[config.mk]
export PLATFORM = sky130hd
export DESIGN_NAME = div_scheduler
export DESIGN_NICKNAME = d
export VERILOG_FILES = /design/src/rtl/div_sched_pkg.sv /design/src/rtl/div_result_fifo.sv /design/src/rtl/div_scheduler.sv
export SDC_FILE = /design/constraint.sdc
export NUM_CORES = 1
export LEC_CHECK = 0
export CAP_MARGIN = 30
export CORE_ASPECT_RATIO = 0.5
export CORE_MARGIN = 2
export CORE_UTILIZATION = 25
export DETAILED_ROUTE_END_ITERATION = 12
export SYNTH_ARGS = -nofsm -noshare
export SYNTH_HDL_FRONTEND = slang
export SYNTH_SLANG_ARGS = --single-unit
[constraint.sdc]
create_clock -name clock -period 4.7 [get_ports clock]
set_input_delay 1.41 -clock clock [delete_from_list [all_inputs] [get_ports clock]]
set_output_delay 1.41 -clock clock [all_outputs]
set_load 0.05 [all_outputs]
[src/rtl/div_sched_pkg.sv]
// Shared types for div_scheduler: shadow-pipe entries and result-buffer entries.
// Result fields are sized for the widest supported divider (32-bit dividend and divisor).
package div_sched_pkg;

    localparam int MAX_DIVIDENDLEN = 32;
    localparam int MAX_DIVISORLEN  = 32;

    typedef struct packed {
        logic valid;
        logic id;
        logic divzero;
    } shadow_entry_t;

    typedef struct packed {
        logic                       id;
        logic [MAX_DIVIDENDLEN-1:0] quotient;
        logic [MAX_DIVISORLEN-1:0]  remainder;
        logic                       divzero;
    } result_entry_t;

    localparam int RESULT_W = $bits(result_entry_t);

endpackage

[src/rtl/div_result_fifo.sv]
// First-word-fall-through result buffer for div_scheduler.
// DEPTH must be a power of two, >= 2; writes when full and reads when empty are ignored.
module div_result_fifo #(
    parameter int WIDTH = 8,
    parameter int DEPTH = 4
) (
    input  logic             clock,
    input  logic             reset_n,
    input  logic             i_wr_en,
    input  logic [WIDTH-1:0] i_wr_data,
    input  logic             i_rd_en,
    output logic [WIDTH-1:0] o_rd_data,
    output logic             o_empty
);

    localparam int AW = $clog2(DEPTH);
    localparam logic [AW:0] PTR_ONE = (AW + 1)'(1);

    logic [WIDTH-1:0] r_mem [DEPTH];
    logic [AW:0]      r_wr_ptr;
    logic [AW:0]      r_rd_ptr;
    logic             w_full;
    logic             w_wr;
    logic             w_rd;

    // The extra pointer bit tells a full buffer apart from an empty one.
    assign o_empty = (r_wr_ptr == r_rd_ptr);
    assign w_full  = (r_wr_ptr[AW] != r_rd_ptr[AW]) &&
                     (r_wr_ptr[AW-1:0] == r_rd_ptr[AW-1:0]);
    assign w_wr    = i_wr_en & ~w_full;
    assign w_rd    = i_rd_en & ~o_empty;

    // NOTE: storage is deliberately not reset; an empty buffer never exposes it, and the pointers alone define state.
    always_ff @(posedge clock) begin
        if (w_wr) begin
            r_mem[r_wr_ptr[AW-1:0]] <= i_wr_data;
        end
    end

    // NOTE: sequential state is updated only with non-blocking assignments so every flop sees pre-edge values.
    always_ff @(posedge clock or negedge reset_n) begin
        if (!reset_n) begin
            r_wr_ptr <= '0;
            r_rd_ptr <= '0;
        end else begin
            if (w_wr) begin
                r_wr_ptr <= r_wr_ptr + PTR_ONE;
            end
            if (w_rd) begin
                r_rd_ptr <= r_rd_ptr + PTR_ONE;
            end
        end
    end

    assign o_rd_data = r_mem[r_rd_ptr[AW-1:0]];

endmodule

[src/rtl/div_scheduler.sv]
// Two-requester round-robin front end for a fixed-latency pipelined divider, with credit-based result buffering.
// Optional feature macro DIV_SCHED_DIVZERO_EN adds rsp_divzero and divide-by-zero result substitution.
module div_scheduler
    import div_sched_pkg::*;
#(
    parameter int DIVIDENDLEN = 16,
    parameter int DIVISORLEN  = 8,
    parameter int LATENCY     = 16,
    parameter int FIFO_DEPTH  = 4
) (
    input  logic                   clock,
    input  logic                   reset_n,
    input  logic                   req0_valid,
    output logic                   req0_ready,
    input  logic [DIVIDENDLEN-1:0] req0_dividend,
    input  logic [DIVISORLEN-1:0]  req0_divisor,
    input  logic                   req1_valid,
    output logic                   req1_ready,
    input  logic [DIVIDENDLEN-1:0] req1_dividend,
    input  logic [DIVISORLEN-1:0]  req1_divisor,
    output logic [DIVIDENDLEN-1:0] div_dividend,
    output logic [DIVISORLEN-1:0]  div_divisor,
    input  logic [DIVIDENDLEN-1:0] div_quotient,
    input  logic [DIVISORLEN-1:0]  div_remainder,
    output logic                   rsp_valid,
    input  logic                   rsp_ready,
    output logic                   rsp_id,
    output logic [DIVIDENDLEN-1:0] rsp_quotient,
    output logic [DIVISORLEN-1:0]  rsp_remainder,
`ifdef DIV_SCHED_DIVZERO_EN
    output logic                   rsp_divzero,
`endif
    output logic                   busy
);

    localparam int                  CREDIT_W   = $clog2(FIFO_DEPTH + 1);
    localparam logic [CREDIT_W-1:0] CREDIT_MAX = CREDIT_W'(FIFO_DEPTH);
    localparam logic [CREDIT_W-1:0] CREDIT_ONE = CREDIT_W'(1);

    logic                   r_active;
    logic                   r_ptr;
    logic [CREDIT_W-1:0]    r_credits;
    shadow_entry_t          r_shadow [LATENCY];

    logic                   w_grant_id;
    logic                   w_issue;
    logic                   w_pop;
    logic                   w_fifo_empty;
    logic [DIVIDENDLEN-1:0] w_issue_dividend;
    logic [DIVISORLEN-1:0]  w_issue_divisor;
    shadow_entry_t          w_shadow_in;
    shadow_entry_t          w_shadow_out;
    result_entry_t          w_wr_entry;
    result_entry_t          w_rd_entry;
    logic                   w_unused_rd;

    // A lone valid requester wins outright; the pointer only breaks ties.
    assign w_grant_id = (req0_valid & req1_valid) ? r_ptr : req1_valid;
    assign w_issue    = (req0_valid | req1_valid) & r_active & (r_credits != '0);
    assign req0_ready = w_issue & ~w_grant_id;
    assign req1_ready = w_issue &  w_grant_id;

    assign w_issue_dividend = w_grant_id ? req1_dividend : req0_dividend;
    assign w_issue_divisor  = w_grant_id ? req1_divisor  : req0_divisor;
    assign div_dividend     = w_issue ? w_issue_dividend : '0;
    assign div_divisor      = w_issue ? w_issue_divisor  : '0;

    always_comb begin
        // NOTE: every always_comb output gets a default first, so no path can leave it unassigned and infer a latch.
        w_shadow_in       = '0;
        w_shadow_in.valid = w_issue;
        w_shadow_in.id    = w_grant_id;
`ifdef DIV_SCHED_DIVZERO_EN
        w_shadow_in.divzero = (w_issue_divisor == '0);
`else
        w_shadow_in.divzero = 1'b0;
`endif
    end

    // The shadow pipe tracks the divider stage-for-stage and never stalls.
    always_ff @(posedge clock or negedge reset_n) begin
        if (!reset_n) begin
            for (int i = 0; i < LATENCY; i++) begin
                r_shadow[i] <= '0;
            end
        end else begin
            r_shadow[0] <= w_shadow_in;
            for (int i = 1; i < LATENCY; i++) begin
                r_shadow[i] <= r_shadow[i-1];
            end
        end
    end

    assign w_shadow_out = r_shadow[LATENCY-1];

    always_comb begin
        w_wr_entry    = '0;
        w_wr_entry.id = w_shadow_out.id;
`ifdef DIV_SCHED_DIVZERO_EN
        if (w_shadow_out.divzero) begin
            w_wr_entry.quotient[DIVIDENDLEN-1:0] = '1;
            w_wr_entry.divzero                   = 1'b1;
        end else begin
            w_wr_entry.quotient[DIVIDENDLEN-1:0] = div_quotient;
            w_wr_entry.remainder[DIVISORLEN-1:0] = div_remainder;
        end
`else
        w_wr_entry.quotient[DIVIDENDLEN-1:0] = div_quotient;
        w_wr_entry.remainder[DIVISORLEN-1:0] = div_remainder;
        w_wr_entry.divzero                   = w_shadow_out.divzero;
`endif
    end

    div_result_fifo #(
        .WIDTH (RESULT_W),
        .DEPTH (FIFO_DEPTH)
    ) u_result_fifo (
        .clock     (clock),
        .reset_n   (reset_n),
        .i_wr_en   (w_shadow_out.valid),
        .i_wr_data (w_wr_entry),
        .i_rd_en   (w_pop),
        .o_rd_data (w_rd_entry),
        .o_empty   (w_fifo_empty)
    );

    assign rsp_valid     = ~w_fifo_empty;
    assign w_pop         = rsp_valid & rsp_ready;
    assign rsp_id        = rsp_valid & w_rd_entry.id;
    assign rsp_quotient  = rsp_valid ? w_rd_entry.quotient[DIVIDENDLEN-1:0] : '0;
    assign rsp_remainder = rsp_valid ? w_rd_entry.remainder[DIVISORLEN-1:0] : '0;
`ifdef DIV_SCHED_DIVZERO_EN
    assign rsp_divzero   = rsp_valid & w_rd_entry.divzero;
`endif
    // Upper result bits are sized for the widest divider and stay zero here.
    assign w_unused_rd   = ^w_rd_entry;

    assign busy = (r_credits != CREDIT_MAX);

    // Credits count free buffer slots minus ops already in the divider, so a capture always has room.
    always_ff @(posedge clock or negedge reset_n) begin
        if (!reset_n) begin
            r_active  <= 1'b0;
            r_ptr     <= 1'b0;
            r_credits <= CREDIT_MAX;
        end else begin
            r_active <= 1'b1;
            if (w_issue) begin
                r_ptr <= ~w_grant_id;
            end
            case ({w_issue, w_pop})
                2'b10:   r_credits <= r_credits - CREDIT_ONE;
                2'b01:   r_credits <= r_credits + CREDIT_ONE;
                default: r_credits <= r_credits;
            endcase
        end
    end

endmodule
==> flow_summary.html <==
<table>
<tr><th>Metric</th><th>Value</th></tr>
<tr><th colspan="2">Finish</th></tr>
<tr><td>N_diodes</td><td>0</td></tr>
<tr><td>Area growth from synthesis to layout</td><td>36.2%</td></tr>
<tr><td># nets final</td><td>577</td></tr>
<tr><td>Layout cells sized above 1</td><td>between 20% and 30%</td></tr>
<tr><th colspan="2">Timing</th></tr>
<tr><td>Clock period minus final worst setup slack</td><td>4140 ps</td></tr>
<tr><td>Setup repair after global routing missed its margin</td><td>no</td></tr>
<tr><td>Timing-limited maximum frequency</td><td>about 0.24 GHz</td></tr>
<tr><td>Final setup TNS</td><td>0 ps</td></tr>
<tr><td>Worst clock skew on the final layout</td><td>approximately 8.3 ps</td></tr>
<tr><td>Hold Fails Final Rpt</td><td>0</td></tr>
<tr><td>Headroom to the max-slew limit</td><td>between 50% and 60%</td></tr>
<tr><td>Least-Margin Pin Slew</td><td>604 ps</td></tr>
<tr><td>Final setup vio count</td><td>0</td></tr>
<tr><td>Total count of max-transition violations in the final report</td><td>0</td></tr>
<tr><td>Part of the cycle the worst path needs</td><td>88.1%</td></tr>
<tr><th colspan="2">CTS</th></tr>
<tr><td>Clk root buf</td><td>sky130_fd_sc_hd__clkbuf_16</td></tr>
<tr><td>Maximum number of buffers from clock root to sink</td><td>2</td></tr>
<tr><td>Number of setup buffers added after CTS</td><td>0</td></tr>
<tr><td>Total of hold buffers inserted after clock tree synthesis</td><td>0</td></tr>
<tr><td>Clock-pin slew on the worst setup and hold paths</td><td>approximately 60 ps</td></tr>
<tr><td>Number of cells upsized or downsized after cts</td><td>0</td></tr>
<tr><td>Number of clock sinks seen by CTS</td><td>between 100 and 150</td></tr>
<tr><td>Clock latency at the later pin of the worst-skew pair</td><td>410 ps</td></tr>
<tr><td>Count of H-tree levels built during CTS</td><td>4</td></tr>
<tr><td>Clock buffer count from CTS</td><td>17</td></tr>
<tr><td>CTS tree</td><td>built</td></tr>
<tr><th colspan="2">Worst setup path</th></tr>
<tr><td>Arrival time of data at the critical path endpoint</td><td>between 2000 and 3000 ps</td></tr>
<tr><td>Startpoint types</td><td>primary input</td></tr>
<tr><td>Slowest stage delay, CP</td><td>480 ps</td></tr>
<tr><td>Category of the critical setup timing path</td><td>primary input to output port</td></tr>
<tr><td>Critical path peak fanout</td><td>27</td></tr>
<tr><td>Crit path to</td><td>div_dividend[2]</td></tr>
<tr><td>Most common cell on crit path</td><td>sky130_fd_sc_hd__buf_4</td></tr>
<tr><td>Worst flop-to-flop path startpoint</td><td>u_result_fifo.r_rd_ptr[0]</td></tr>
<tr><td>Cell depth of the worst flop-to-flop path</td><td>7</td></tr>
<tr><td>Library cell contributing the largest single delay on the critical path</td><td>sky130_fd_sc_hd__clkdlybuf4s50_1</td></tr>
<tr><td>Chain of cells forming the critical path</td><td>clkdlybuf4s50_1, buf_4, o211ai_1, a21oi_1, buf_4</td></tr>
<tr><td>Reg2reg setup slack</td><td>around 2100 ps</td></tr>
<tr><td>CP required</td><td>3290 ps</td></tr>
<tr><td>Reg2Reg Capture Point</td><td>r_credits[1]</td></tr>
<tr><td>Setup crit start</td><td>req0_valid</td></tr>
<tr><td>Crit. End Element</td><td>output port</td></tr>
<tr><th colspan="2">Synth</th></tr>
<tr><td>EDFF count, synth</td><td>100</td></tr>
<tr><td>Cell accounting for the most synthesized area</td><td>sky130_fd_sc_hd__edfxtp_1</td></tr>
<tr><td>Count of synthesis-stage warnings from yosys</td><td>0</td></tr>
<tr><td>Share of the synthesized area in the top cell type</td><td>51.0%</td></tr>
<tr><td>Syn nets</td><td>between 400 and 500</td></tr>
<tr><td>Register area share after synthesis</td><td>between 60 and 70%</td></tr>
<tr><td>Top cells by area, synth</td><td>sky130_fd_sc_hd__edfxtp_1 (51%), sky130_fd_sc_hd__dfrtp_1 (18%), sky130_fd_sc_hd__mux4_2 (9.2%), sky130_fd_sc_hd__o211ai_1 (3.1%), sky130_fd_sc_hd__a21oi_1 (2.6%)</td></tr>
<tr><td>Netlist area before placement</td><td>roughly 6000 um^2</td></tr>
<tr><td>Predominant post-synthesis flop cell</td><td>sky130_fd_sc_hd__edfxtp_1</td></tr>
<tr><td>Distinct cell type count of the synthesized netlist</td><td>43</td></tr>
<tr><td>Average cell area after synthesis</td><td>16.6 um^2</td></tr>
<tr><td>Proportion of register bits with asynchronous set or reset after synthesis</td><td>30.1%</td></tr>
<tr><td>Synthesized netlist cell count</td><td>around 350</td></tr>
<tr><td>Flops &amp; latches, synth</td><td>~140</td></tr>
<tr><th colspan="2">Placement</th></tr>
<tr><td>Port buffer count</td><td>roughly 130</td></tr>
<tr><td>Routability congestion estimate from global placement</td><td>slightly above 0.7</td></tr>
<tr><td>Estimated wirelength of the detail-placed design</td><td>roughly 8100 um</td></tr>
<tr><th colspan="2">Pwr</th></tr>
<tr><td>Switching Fraction</td><td>a little over two fifths</td></tr>
<tr><td>Sequential fraction of design power</td><td>32.0%</td></tr>
<tr><td>Power per cell area</td><td>684 nW/um^2</td></tr>
<tr><td>Fraction of power consumed by combinational cells</td><td>about 45%</td></tr>
<tr><td>Pwr Total</td><td>roughly 5.5 mW</td></tr>
<tr><td>Leak pwr</td><td>about 2.9 nW</td></tr>
<tr><td>Internal power of the cells</td><td>roughly 3.2 mW</td></tr>
<tr><td>Power share of the clock group</td><td>a little under a quarter</td></tr>
<tr><td>Worst VDD drop</td><td>between 0.2 and 0.3 mV</td></tr>
<tr><td>Switching power of the nets</td><td>~2.3 mW</td></tr>
<tr><th colspan="2">Flow run</th></tr>
<tr><td>Maximum Capacitance Violations</td><td>0</td></tr>
<tr><th colspan="2">Min path</th></tr>
<tr><td>Class of the most critical hold timing path</td><td>flop to flop</td></tr>
<tr><th colspan="2">Routing</th></tr>
<tr><td>Pre-antenna DRT Iters</td><td>4</td></tr>
<tr><td>Detailed-route wire length</td><td>12000 um</td></tr>
<tr><td>Final routed DRC violation total</td><td>0</td></tr>
<tr><td>Detail Route Antenna Nets</td><td>0</td></tr>
<tr><td>Via count</td><td>~3500</td></tr>
<tr><td>Avg Vias per Cell</td><td>4.30</td></tr>
<tr><td>Per-cell routed wire length</td><td>around 15 um</td></tr>
<tr><td>Detailed Route Iter0 Violations</td><td>approximately 170</td></tr>
<tr><th colspan="2">Floorplan</th></tr>
<tr><td>Overall die height</td><td>113 um</td></tr>
<tr><td>Starting density of the core</td><td>approximately a quarter</td></tr>
<tr><td>DIE WIDTH</td><td>around 220 um</td></tr>
<tr><td>Floorplan Core Area</td><td>~23000 um^2</td></tr>
<tr><td>Number of primary I/O pins</td><td>130</td></tr>
<tr><td>Number of core rows</td><td>39</td></tr>
<tr><td>Die outline area</td><td>24900 um^2</td></tr>
<tr><th colspan="2">GRT</th></tr>
<tr><td>Pin count of the biggest net entering global routing</td><td>between 40 and 50</td></tr>
<tr><td>Antenna violations before repair</td><td>0</td></tr>
<tr><td>Global-route wire length before repair</td><td>~19000 um</td></tr>
<tr><td>Total routing usage reported by global routing</td><td>9.95%</td></tr>
<tr><td>Grt ovf</td><td>0</td></tr>
<tr><td>Vias in the first global route</td><td>between 3000 and 4000</td></tr>
<tr><th colspan="2">Outcome</th></tr>
<tr><td>Run status</td><td>finished clean</td></tr>
</table>
==> logic make-up after synthesis <==
family	count (synthesis)	share of synthesized area, %
AO/OA/AOI/OAI	67	7.32
multiplexers	26	9.81
buffers and inverters	32	2.95
flip-flops	143	69.2
AND/OR/NAND/NOR	67	6.79
other	1	0.0636
adder cells (fa/ha/maj)	7	1.61
XOR/XNOR	11	2.21
==> cells in the mapped netlist (2+ instances only) <==
library cell                 n
sky130_fd_sc_hd__dfrtp_1    42
sky130_fd_sc_hd__nor2b_1    19
sky130_fd_sc_hd__mux4_2     24
sky130_fd_sc_hd__and2_1      3
sky130_fd_sc_hd__nor2_1      4
sky130_fd_sc_hd__nand3_1    24
sky130_fd_sc_hd__buf_6       5
sky130_fd_sc_hd__ha_1        6
sky130_fd_sc_hd__a21oi_1    31
sky130_fd_sc_hd__xnor2_1     6
sky130_fd_sc_hd__xor2_2      2
sky130_fd_sc_hd__and2b_1     4
sky130_fd_sc_hd__o31ai_1     3
sky130_fd_sc_hd__nand2_1     4
sky130_fd_sc_hd__nor2b_4     2
sky130_fd_sc_hd__o311ai_1    2
sky130_fd_sc_hd__xor2_1      2
sky130_fd_sc_hd__a211oi_1    2
sky130_fd_sc_hd__edfxtp_1  100
sky130_fd_sc_hd__nand2b_1    3
sky130_fd_sc_hd__o211ai_1   24
sky130_fd_sc_hd__clkbuf_1    6
sky130_fd_sc_hd__inv_1       7
sky130_fd_sc_hd__buf_2      10
==> power by group through the flow <==
stage / logic, mW / registers, mW / clock network [mW]
after floorplan: 1.87 / 1.72 / 0
after global placement: 2.53 / 1.78 / 0
after detailed placement: 2.53 / 1.79 / 0
after CTS: 2.54 / 1.77 / 1.28
after global routing: 2.65 / 1.80 / 1.33
final: 2.49 / 1.76 / 1.24
==> cells in the final DEF (no fill, tap or decap), types with 2 or more instances in the layout <==
cell / Yosys / final
sky130_fd_sc_hd__a211oi_1: 2 / 2
sky130_fd_sc_hd__a21oi_1: 31 / 30
sky130_fd_sc_hd__and2_1: 3 / 3
sky130_fd_sc_hd__and2b_1: 4 / 4
sky130_fd_sc_hd__buf_12: 0 / 3
sky130_fd_sc_hd__buf_4: 1 / 62
sky130_fd_sc_hd__clkbuf_16: 0 / 17
sky130_fd_sc_hd__clkdlybuf4s50_1: 0 / 76
sky130_fd_sc_hd__clkinv_4: 0 / 2
sky130_fd_sc_hd__clkinvlp_4: 0 / 5
sky130_fd_sc_hd__dfrtp_1: 42 / 41
sky130_fd_sc_hd__edfxtp_1: 100 / 100
sky130_fd_sc_hd__ha_1: 6 / 6
sky130_fd_sc_hd__inv_1: 7 / 7
sky130_fd_sc_hd__inv_6: 0 / 3
sky130_fd_sc_hd__inv_8: 0 / 3
sky130_fd_sc_hd__mux4_2: 24 / 24
sky130_fd_sc_hd__nand2_1: 4 / 4
sky130_fd_sc_hd__nand2b_1: 3 / 3
sky130_fd_sc_hd__nand3_1: 24 / 24
sky130_fd_sc_hd__nor2_1: 4 / 4
sky130_fd_sc_hd__nor2b_1: 19 / 19
sky130_fd_sc_hd__nor2b_4: 2 / 2
sky130_fd_sc_hd__o211ai_1: 24 / 24
sky130_fd_sc_hd__o311ai_1: 2 / 2
sky130_fd_sc_hd__o31ai_1: 3 / 3
sky130_fd_sc_hd__xnor2_1: 6 / 6
sky130_fd_sc_hd__xor2_1: 2 / 2
sky130_fd_sc_hd__xor2_2: 2 / 2
==> metrics by stage <==
step,cell area (um^2),util [%],worst slack [ps],std cells,hold slack [ps]
floorplan,5890,-,405,354,331
global placement,7420,32.3,571,779,332
detailed placement,7450,32.4,568,780,335
CTS,8010,34.8,554,812,345
global route,8030,34.9,474,813,355
finish,8030,34.9,559,813,343
==> registers in the layout, indices dropped and copies added (netlist names) <==
register and count:
r_active 1, u_result_fifo.r_mem 100, r_ptr 1, r_credits 3, u_result_fifo.r_rd_ptr 3, u_result_fifo.r_wr_ptr 3
r_shadow 32
==> worst min path at each step <==
stage	cells after the start	from	slack, ps	endpoint
2_1_floorplan	0	r_shadow[13]	330	r_shadow[10]
3_3_place_gp	0	r_shadow[41]	330	r_shadow[38]
3_5_place_dp	0	r_shadow[16]	330	r_shadow[13]
4_1_cts	0	r_shadow[16]	350	r_shadow[13]
5_1_grt	0	r_shadow[23]	360	r_shadow[20]
6_report	0	r_shadow[16]	340	r_shadow[13]
==> layer usage <==
metal	vias up	wire length (um)	GRT usage, %
met3	8	555	2.83
met2	93	6010	16.8
met1	1751	5340	12.1
met5	-	0	0
li1	1641	-	-
met4	0	104	4.12
==> final cells by class <==
| class | instances | area, um^2 |
|---|---|---|
| clock buffer | 18 | 429 |
| clock inverter | 14 | 131 |
| fill | 2190 | 15000 |
| inverter | 9 | 33.8 |
| multi-input combinational | 179 | 1650 |
| sequential | 143 | 4080 |
| tap | 307 | 384 |
| timing repair buffer | 143 | 1320 |
==> critical path: cells and delay by family <==
kind / cells / cell delay [ps]
compound gates: 2 / 330
buf+inv: 3 / 990
Note: power is estimated with default switching activity, not from simulation.
